## config.mk

```make
export PLATFORM = sky130hd
export DESIGN_NAME = fetch_stage
export DESIGN_NICKNAME = d
export VERILOG_FILES = /design/src/rtl/fetch_stage.sv
export SDC_FILE = /design/constraint.sdc
export NUM_CORES = 1
export LEC_CHECK = 0
export CAP_MARGIN = 20
export CORE_MARGIN = 10
export CORE_UTILIZATION = 45
export CTS_CLUSTER_DIAMETER = 200
export DETAILED_ROUTE_END_ITERATION = 12
export GPL_TIMING_DRIVEN = 1
export PLACE_DENSITY = 0.82
export SETUP_SLACK_MARGIN = 0.3
export SLEW_MARGIN = 10
export SYNTH_ARGS = -nofsm -noshare
export SYNTH_HDL_FRONTEND = slang
export SYNTH_SLANG_ARGS = --single-unit
```

## constraint.sdc

```tcl
create_clock -name clk -period 7.07 [get_ports clk]
set_clock_uncertainty 0.1 [all_clocks]
set_input_delay 1.414 -clock clk [delete_from_list [all_inputs] [get_ports clk]]
set_output_delay 1.414 -clock clk [all_outputs]
set_load 0.01 [all_outputs]
```

## src/rtl/fetch_stage.sv

```systemverilog
//------------------------------------------------------------------------------
// fetch_stage
//
// Instruction fetch front end. Issues one outstanding read at a time to the
// instruction memory, buffers returned words with their addresses in a 2-entry
// FIFO, and presents the head entry to decode. A redirect (taken branch/jump)
// flushes the FIFO and restarts fetch at redirect_pc; a response still in
// flight at that moment is discarded when it arrives.
//
// State | meaning
// ------+----------------------------------------------------------------
// IDLE  | no request outstanding; issues at PC when FIFO has room
// WAIT  | request outstanding, response will be kept
// DROP  | request outstanding, response will be discarded (post-redirect)
//
// Ports
//   clk, rst                 clock, synchronous active-high reset
//   imem_req / imem_addr     read request and its address
//   imem_ack / imem_rdata    read response
//   redirect / redirect_pc   fetch restart from decode/execute
//   id_valid / id_ready      head-entry handshake with decode
//   id_instr / id_pc         head entry (zero when empty)
//   id_opcode                id_instr[31:26]
//   perf_fetched/perf_dropped  (only with FETCH_STATS_EN) push / discard counts
//
// Build option: define FETCH_STATS_EN to add the performance counters.
//------------------------------------------------------------------------------
module fetch_stage #(
  parameter logic [31:0] RESET_PC = 32'h0000_0000
) (
  input  logic        clk,
  input  logic        rst,
  output logic        imem_req,
  output logic [31:0] imem_addr,
  input  logic        imem_ack,
  input  logic [31:0] imem_rdata,
  input  logic        redirect,
  input  logic [31:0] redirect_pc,
  input  logic        id_ready,
  output logic        id_valid,
  output logic [31:0] id_instr,
  output logic [31:0] id_pc,
`ifdef FETCH_STATS_EN
  output logic [31:0] perf_fetched,
  output logic [31:0] perf_dropped,
`endif
  output logic [5:0]  id_opcode
);

  typedef enum logic [1:0] {
    ST_IDLE = 2'd0,
    ST_WAIT = 2'd1,
    ST_DROP = 2'd2
  } state_t;

  state_t      state_q, state_d;
  logic [31:0] pc_q, pc_d;
  logic [31:0] infl_q, infl_d;

  logic [31:0] fifo_instr [0:1];
  logic [31:0] fifo_pc    [0:1];
  logic        head_q, tail_q;
  logic [1:0]  count_q;

  logic        req;
  logic [31:0] addr;
  logic        push;
  logic [31:0] push_pc;
  logic        flush;
  logic        pop;

  always_comb begin
    state_d = state_q;
    pc_d    = pc_q;
    infl_d  = infl_q;
    req     = 1'b0;
    addr    = pc_q;
    push    = 1'b0;
    push_pc = pc_q;
    flush   = 1'b0;
    case (state_q)
      ST_IDLE: begin
        if (redirect) begin
          flush = 1'b1;
          pc_d  = redirect_pc;
        end else if (count_q < 2'd2) begin
          req    = 1'b1;
          infl_d = pc_q;
          if (imem_ack) begin
            push = 1'b1;
            pc_d = pc_q + 32'd4;
          end else begin
            state_d = ST_WAIT;
          end
        end
      end
      ST_WAIT: begin
        req     = 1'b1;
        addr    = infl_q;
        push_pc = infl_q;
        if (redirect) begin
          flush   = 1'b1;
          pc_d    = redirect_pc;
          state_d = imem_ack ? ST_IDLE : ST_DROP;
        end else if (imem_ack) begin
          push    = 1'b1;
          pc_d    = pc_q + 32'd4;
          state_d = ST_IDLE;
        end
      end
      ST_DROP: begin
        req  = 1'b1;
        addr = infl_q;
        if (redirect) begin
          flush = 1'b1;
          pc_d  = redirect_pc;
        end
        if (imem_ack) state_d = ST_IDLE;
      end
      default: state_d = ST_IDLE;
    endcase
  end

  // Request is suppressed during the reset cycle itself, so a stray ack then
  // cannot be mistaken for a response.
  assign imem_req  = req && !rst;
  assign imem_addr = addr;

  assign id_valid  = (count_q != 2'd0);
  // Redirect wins over a same-cycle pop: the flush clears the entry anyway.
  assign pop       = id_valid && id_ready && !flush;

  always_ff @(posedge clk) begin
    if (rst) begin
      state_q <= ST_IDLE;
      pc_q    <= RESET_PC;
      infl_q  <= RESET_PC;
      head_q  <= 1'b0;
      tail_q  <= 1'b0;
      count_q <= 2'd0;
    end else begin
      state_q <= state_d;
      pc_q    <= pc_d;
      infl_q  <= infl_d;
      if (flush) begin
        head_q  <= 1'b0;
        tail_q  <= 1'b0;
        count_q <= 2'd0;
      end else begin
        if (push) tail_q <= ~tail_q;
        if (pop)  head_q <= ~head_q;
        case ({push, pop})
          2'b10:   count_q <= count_q + 2'd1;
          2'b01:   count_q <= count_q - 2'd1;
          default: count_q <= count_q;
        endcase
      end
    end
  end

  // Storage needs no reset: entries are only visible while count is nonzero.
  always_ff @(posedge clk) begin
    if (!rst && push && !flush) begin
      fifo_instr[tail_q] <= imem_rdata;
      fifo_pc[tail_q]    <= push_pc;
    end
  end

  assign id_instr  = id_valid ? fifo_instr[head_q] : 32'h0;
  assign id_pc     = id_valid ? fifo_pc[head_q]    : 32'h0;
  assign id_opcode = id_instr[31:26];

`ifdef FETCH_STATS_EN
  // A response consumed without a push is one thrown away after a redirect.
  logic resp_dropped;
  assign resp_dropped = imem_req && imem_ack && !push;

  always_ff @(posedge clk) begin
    if (rst) begin
      perf_fetched <= 32'd0;
      perf_dropped <= 32'd0;
    end else begin
      if (push)         perf_fetched <= perf_fetched + 32'd1;
      if (resp_dropped) perf_dropped <= perf_dropped + 32'd1;
    end
  end
`endif

endmodule

```

==> impl_metrics.ini, run 1 <==
[logic_synthesis]
syn_avg_cell_area_um2 = 11.1
ys_seq_elements = 199
yosysUniqueCellTypes = 66
yosys.area.top_type = edfxtp_1
ys_seq_area_frac = 0.568
async_reset_ff_frac = 0
synth_edf_count = 128
synth_commonest_cells = edfxtp_1 (128), nand2_1 (105), nor2_1 (105)
yosysMostFrequentCell = edfxtp_1
synth_top_area_frac = 0.415
synthFlopType = edfxtp_1
synth.area.top_cells = edfxtp_1 (41%), dfxtp_1 (15%), mux2i_1 (7.5%), mux2_2 (6.8%), nand2_1 (4.3%)
synth_fp_nets = 910
syn_inst = 835
yosysWarnings = 0
synth_area_um2 = 9270

[drt]
drtPass1Iterations = 6
vias_per_cell = 5.32
antenna_left = 0
drt-initial-drc-count = 470
num_vias = 6654
drc_errors = 0
wl_um = 22800
routedWlPerCell_um = 18.2

[clocking]
post_cts_buffers = 0
clock_sinks = 199
cts_root_buffer = clkbuf_16
cts-buffers-inserted = 17
holdBufCountCts = 0
insertion_delay_ns = 0.44
ctsHtreeMaxLevel = 4
cts_tree = built
cts_resized = 0
clock_path_buffers = 2
clk_pin_slew_ns = 0.07

[timing]
final-setup-viol-count = 0
fin_crit_sh = 0.670
hold_viol = 0
fmax_ghz = 0.211
tns_ns = 0
maxSlewHeadroom = 0.278
rsz0062_at_grt = no
min_period_ns = 4.73
tightest_slew_ns = 1.08
slew_viol_final = 0

[final_layout]
areaGrowthSynthToFinish_pct = 26.0
antenna_cells = 0
drive_gt1_frac = 0.124
finalNonFillerCells = 1250
nNetsFinal = 1042
final_util = 0.577

[critical_path]
crit_buf_inv = 2
cp_top_family = buffers and inverters
critPathRequiredTime_ns = 5.56
crit_path_cell_trace = clkdlybuf4s50_1 -> nor2_1 -> and2_1 -> nor2_1 -> nor3_1 -> clkdlybuf4s50_1
crit_fanout = 15
startpoint_type = input port
cp-end-kind = output port
crit_type = in2out
critPathSlowestCell = clkdlybuf4s50_1
cp_slowest_stage_delay_ns = 0.65
reg2reg_slack_ns = 4.09
cp.arrival_ns = 3.22

[place]
hpwl_um = 15300
placed_cells = 1217
portBuffers = 172
place_congestion = 0.832

[outcome]
outcome = complete, no violations

[floorplanning]
rows = 52
start_util = 0.458
die_w_um = 164
die_y_um = 164
coreArea_um2 = 20200
dieArea_um2 = 26700
ioPinCount = 173

[global_route]
antenna_found_initial = 3
grtUsageTotal = 0.167
grt_max_degree = 72
grt_overflow_total = 0
grt_pass1_wl_um = 35400
grt_pass1_vias = 6550

[flow_run]
maxCapViolCount = 0

[power_and_ir_drop]
powerDensity_nw_per_um2 = 226
p_leak_nw = 3.85
ir_drop_uv = 165

[min_path]
min_path_type = reg2reg
-- metal layers --
layer | track usage | wire (µm) | up-vias
li1 | - | - | 3278
met5 | 0 | 41 | -
met4 | 0.0439 | 298 | 6
met3 | 0.0468 | 1430 | 25
met1 | 0.201 | 9700 | 3138
met2 | 0.288 | 11300 | 207
-- final timing paths --
kind,depth (start not counted),startpoint,to
setup / recovery,6,redirect,imem_req
hold / removal,2,infl_q[13]$_SDFFE_PP0P_,infl_q[13]$_SDFFE_PP0P_
setup reg to reg,7,state_q[1]$_SDFFE_PP0P_,fifo_pc[0][28]$_DFFE_PP_
hold reg to reg,2,infl_q[13]$_SDFFE_PP0P_,infl_q[13]$_SDFFE_PP0P_
-- placed cells by master, fill, tap and decap left out, drive strengths merged, types with 8 or more instances in the layout --
master,instances
mux2,56
a211oi,9
nand2,106
inv,18
dfxtp,71
or3,8
a21oi,55
edfxtp,128
o21ai,21
mux2i,69
a31oi,8
nor2,105
nor3,16
clkbuf,17
nand3,14
clkdlybuf4s50,171
buf,13
-- where the power goes --
part	leakage (nW)	internal (mW)	total (mW)	switching, mW
sequential	1.75	1.28	1.31	0.0365
clock	0.279	0.501	0.958	0.457
combinational	1.82	0.182	0.371	0.189
-- cell families after synthesis --
family                     after synthesis  share of synthesized area
AOI/OAI and AO/OA                      136                     0.0929
xor gates and xnor gates                 4                    0.00378
adders and majority gates                6                    0.00810
buffers and inverters                   80                     0.0416
DFF                                    199                      0.568
muxes                                  125                      0.143
and+or+nand+nor                        285                      0.143
-- worst register-to-register path, cell delays in order (launching register included) --
cell and delay (ns):
dfxtp_1 0.38, inv_1 0.12, ha_1 0.25, and2_1 0.18
buf_4 0.35, o21ai_1 0.25, nor3_2 0.20, buf_4 0.68
-- through the flow --
| stage | total power [mW] | hold slack [ns] | setup slack (ns) | cell area, µm² |
|---|---|---|---|---|
| floorplan | 1.55 | 0.342 | -0.0704 | 9270 |
| global placement | 1.70 | 0.349 | 2.39 | 11100 |
| detailed placement | 1.71 | 0.356 | 2.36 | 11100 |
| CTS | 2.66 | 0.367 | 2.34 | 11700 |
| global route | 2.74 | 0.391 | 2.19 | 11700 |
| finish | 2.64 | 0.368 | 2.34 | 11700 |
-- registers in the layout, indices dropped and copies added, names as in the netlist, named ones only --
signal	flops
tail_q	1
count_q	2
head_q	1
fifo_instr	64
pc_q	32
state_q	2
infl_q	32
fifo_pc	64
-- layout make-up --
class,instances,area (µm²)
tap,270,338
fill,1681,8560
clock buffer,17,425
clock inverter,15,158
inverter,9,33.8
multi-input combinational,556,3630
sequential,199,5270
timing repair buffer,184,1810
(Power assumes the default switching activity.)
==> run 2, diff against run 1 <==
==> constraint.sdc (replaced) <==
create_clock -name clk -period 4.2 [get_ports clk]
set_clock_uncertainty 0.1 [all_clocks]
set_input_delay 0.84 -clock clk [delete_from_list [all_inputs] [get_ports clk]]
set_output_delay 0.84 -clock clk [all_outputs]
set_load 0.01 [all_outputs]
==> run 2 against run 1 <==
First-iteration DRC count fell by 18%. Global-route usage fell by 0.18 points. Core utilization rose by 0.40 points. Worst setup slack got worse by 1.6 ns. Via count rose by 0.74%. Critical endpoint is now imem_addr[15]. Clock power rose by 70%. Sequential share of layout area fell by 0.31 points. Power rose by 69%. Design area rose by 0.69%.
==> impl_metrics.ini, run 2 (synthesis results as in run 1) <==
[timing]
hold_viol = 0
rsz0062_at_grt = no
tightest_slew_ns = 0.914
tns_ns = 0
fin_crit_sh = 0.815
final-setup-viol-count = 0
maxSlewHeadroom = 0.389
slew_viol_final = 0
fmax_ghz = 0.292
min_period_ns = 3.42

[critical_path]
startpoint_type = flop
cp-end-kind = output port
cp.arrival_ns = 2.48
crit_fanout = 23
critPathRequiredTime_ns = 3.26
crit_type = reg2out

[global_route]
antenna_found_initial = 2
grtUsageTotal = 0.165
grt_overflow_total = 0
busiest_layer = met2
globalRouteMet1Util = 0.194
grt_pass1_vias = 6491
grt_use_met2 = 0.282
grt_max_degree = 65
met3_usage = 0.0524
grt_pass1_wl_um = 34900

[final_layout]
drive_gt1_frac = 0.128
layout_common_cells = clkdlybuf4s50_1 (171), edfxtp_1 (128), nand2_1 (105)
nNetsFinal = 1047
fill_cells = 1683
reg.largest.list = fifo_instr: 64 flops, fifo_pc: 64 flops
final_util = 0.581
final_area_um2 = 11800
areaGrowthSynthToFinish_pct = 26.8
mostFrequentLayoutCell = clkdlybuf4s50_1

[floorplanning]
dieArea_um2 = 26700
ioPinCount = 173
coreArea_um2 = 20200
die_y_um = 164
rows = 52
die_w_um = 164
start_util = 0.458

[drt]
antenna_left = 0
drt-initial-drc-count = 387
vias_per_cell = 5.33
routedWlPerCell_um = 18.0
num_vias = 6703
drc_errors = 0
wl_um = 22600
drtPass1Iterations = 5

[outcome]
outcome = complete, no violations

[power_and_ir_drop]
p_int_mw = 3.35
combPwrFrac = 0.141
powerDensity_nw_per_um2 = 380
power_switching_mw = 1.12
p_sw_frac = 0.251
ir_drop_uv = 280
p_leak_nw = 3.89
clockPowerShare = 0.365
pwr-share-seq = 0.494

[clocking]
clk_pin_slew_ns = 0.07
cts-buffers-inserted = 17
cts_resized = 0
cts_root_buffer = clkbuf_16
insertion_delay_ns = 0.43
cts_tree = built
post_cts_buffers = 0
ctsHtreeMaxLevel = 4
clock_sinks = 199
clock_path_buffers = 2
holdBufCountCts = 0

[place]
place_congestion = 0.773
portBuffers = 172
placed_area_um2 = 11200
hpwl_um = 15400

[flow_run]
maxCapViolCount = 0

[min_path]
min_path_type = reg2reg
## run 2: changes by cell type in the layout (fill, tap and decap cells not counted), moves of 2 or more
cell	previous run	this run
buf_4	11	15
inv_6	7	4
buf_12	0	2
diode_2	0	2
nor3_2	4	2
nor3_4	1	3
## run 2: area by class of cell
type	instances	area [µm²]	share of cell area
repair buffers	189	1870	0.159
well taps	270	338	0.0287
clock buffers	17	425	0.0362
flip-flops and latches	199	5270	0.448
inverters	9	33.8	0.00287
multi-input cells	556	3650	0.310
clock inverters	15	165	0.0141
diodes	2	5.00	0.000426
## run 2: metrics by stage
stage | total power, mW | hold WS, ns | std cells | setup slack [ns]
after floorplan | 2.60 | 0.342 | 835 | -0.419
after global placement | 2.87 | 0.350 | 1223 | 0.723
after detailed placement | 2.88 | 0.356 | 1223 | 0.666
after CTS | 4.52 | 0.368 | 1255 | 0.741
after global routing | 4.65 | 0.388 | 1255 | 0.625
final | 4.47 | 0.368 | 1257 | 0.776
## run 2: critical path, stage by stage (launching register included)
cell and delay [ns]:
dfxtp_1 0.43, inv_1 0.11, ha_1 0.30, buf_4 0.29, mux2_2 0.39, clkdlybuf4s50_1 0.51
## run 2: layer usage
metal,up-vias,share of wire
li1,3293,-
met1,3179,0.42
met2,199,0.50
met3,30,0.066
met4,2,0.019
met5,-,0.00058
## run 2: worst paths after layout
kind / slack, ns / end / from / depth (start not counted)
hold / removal: 0.37 / infl_q[2]$_SDFFE_PP0P_ / infl_q[2]$_SDFFE_PP0P_ / 2
setup reg to reg: 1.44 / count_q[1]$_SDFFE_PP0P_ / state_q[1]$_SDFFE_PP0P_ / 8
setup / recovery: 0.78 / imem_addr[15] / state_q[1]$_SDFFE_PP0P_ / 5
hold reg to reg: 0.37 / infl_q[2]$_SDFFE_PP0P_ / infl_q[2]$_SDFFE_PP0P_ / 2
## run 2: power groups by stage
stage / clock (mW) / combinational (mW) / sequential [mW]
2_1_floorplan: 0 / 0.376 / 2.22
3_3_place_gp: 0 / 0.622 / 2.25
3_5_place_dp: 0 / 0.634 / 2.25
4_1_cts: 1.68 / 0.638 / 2.21
5_1_grt: 1.74 / 0.685 / 2.22
6_report: 1.63 / 0.630 / 2.21
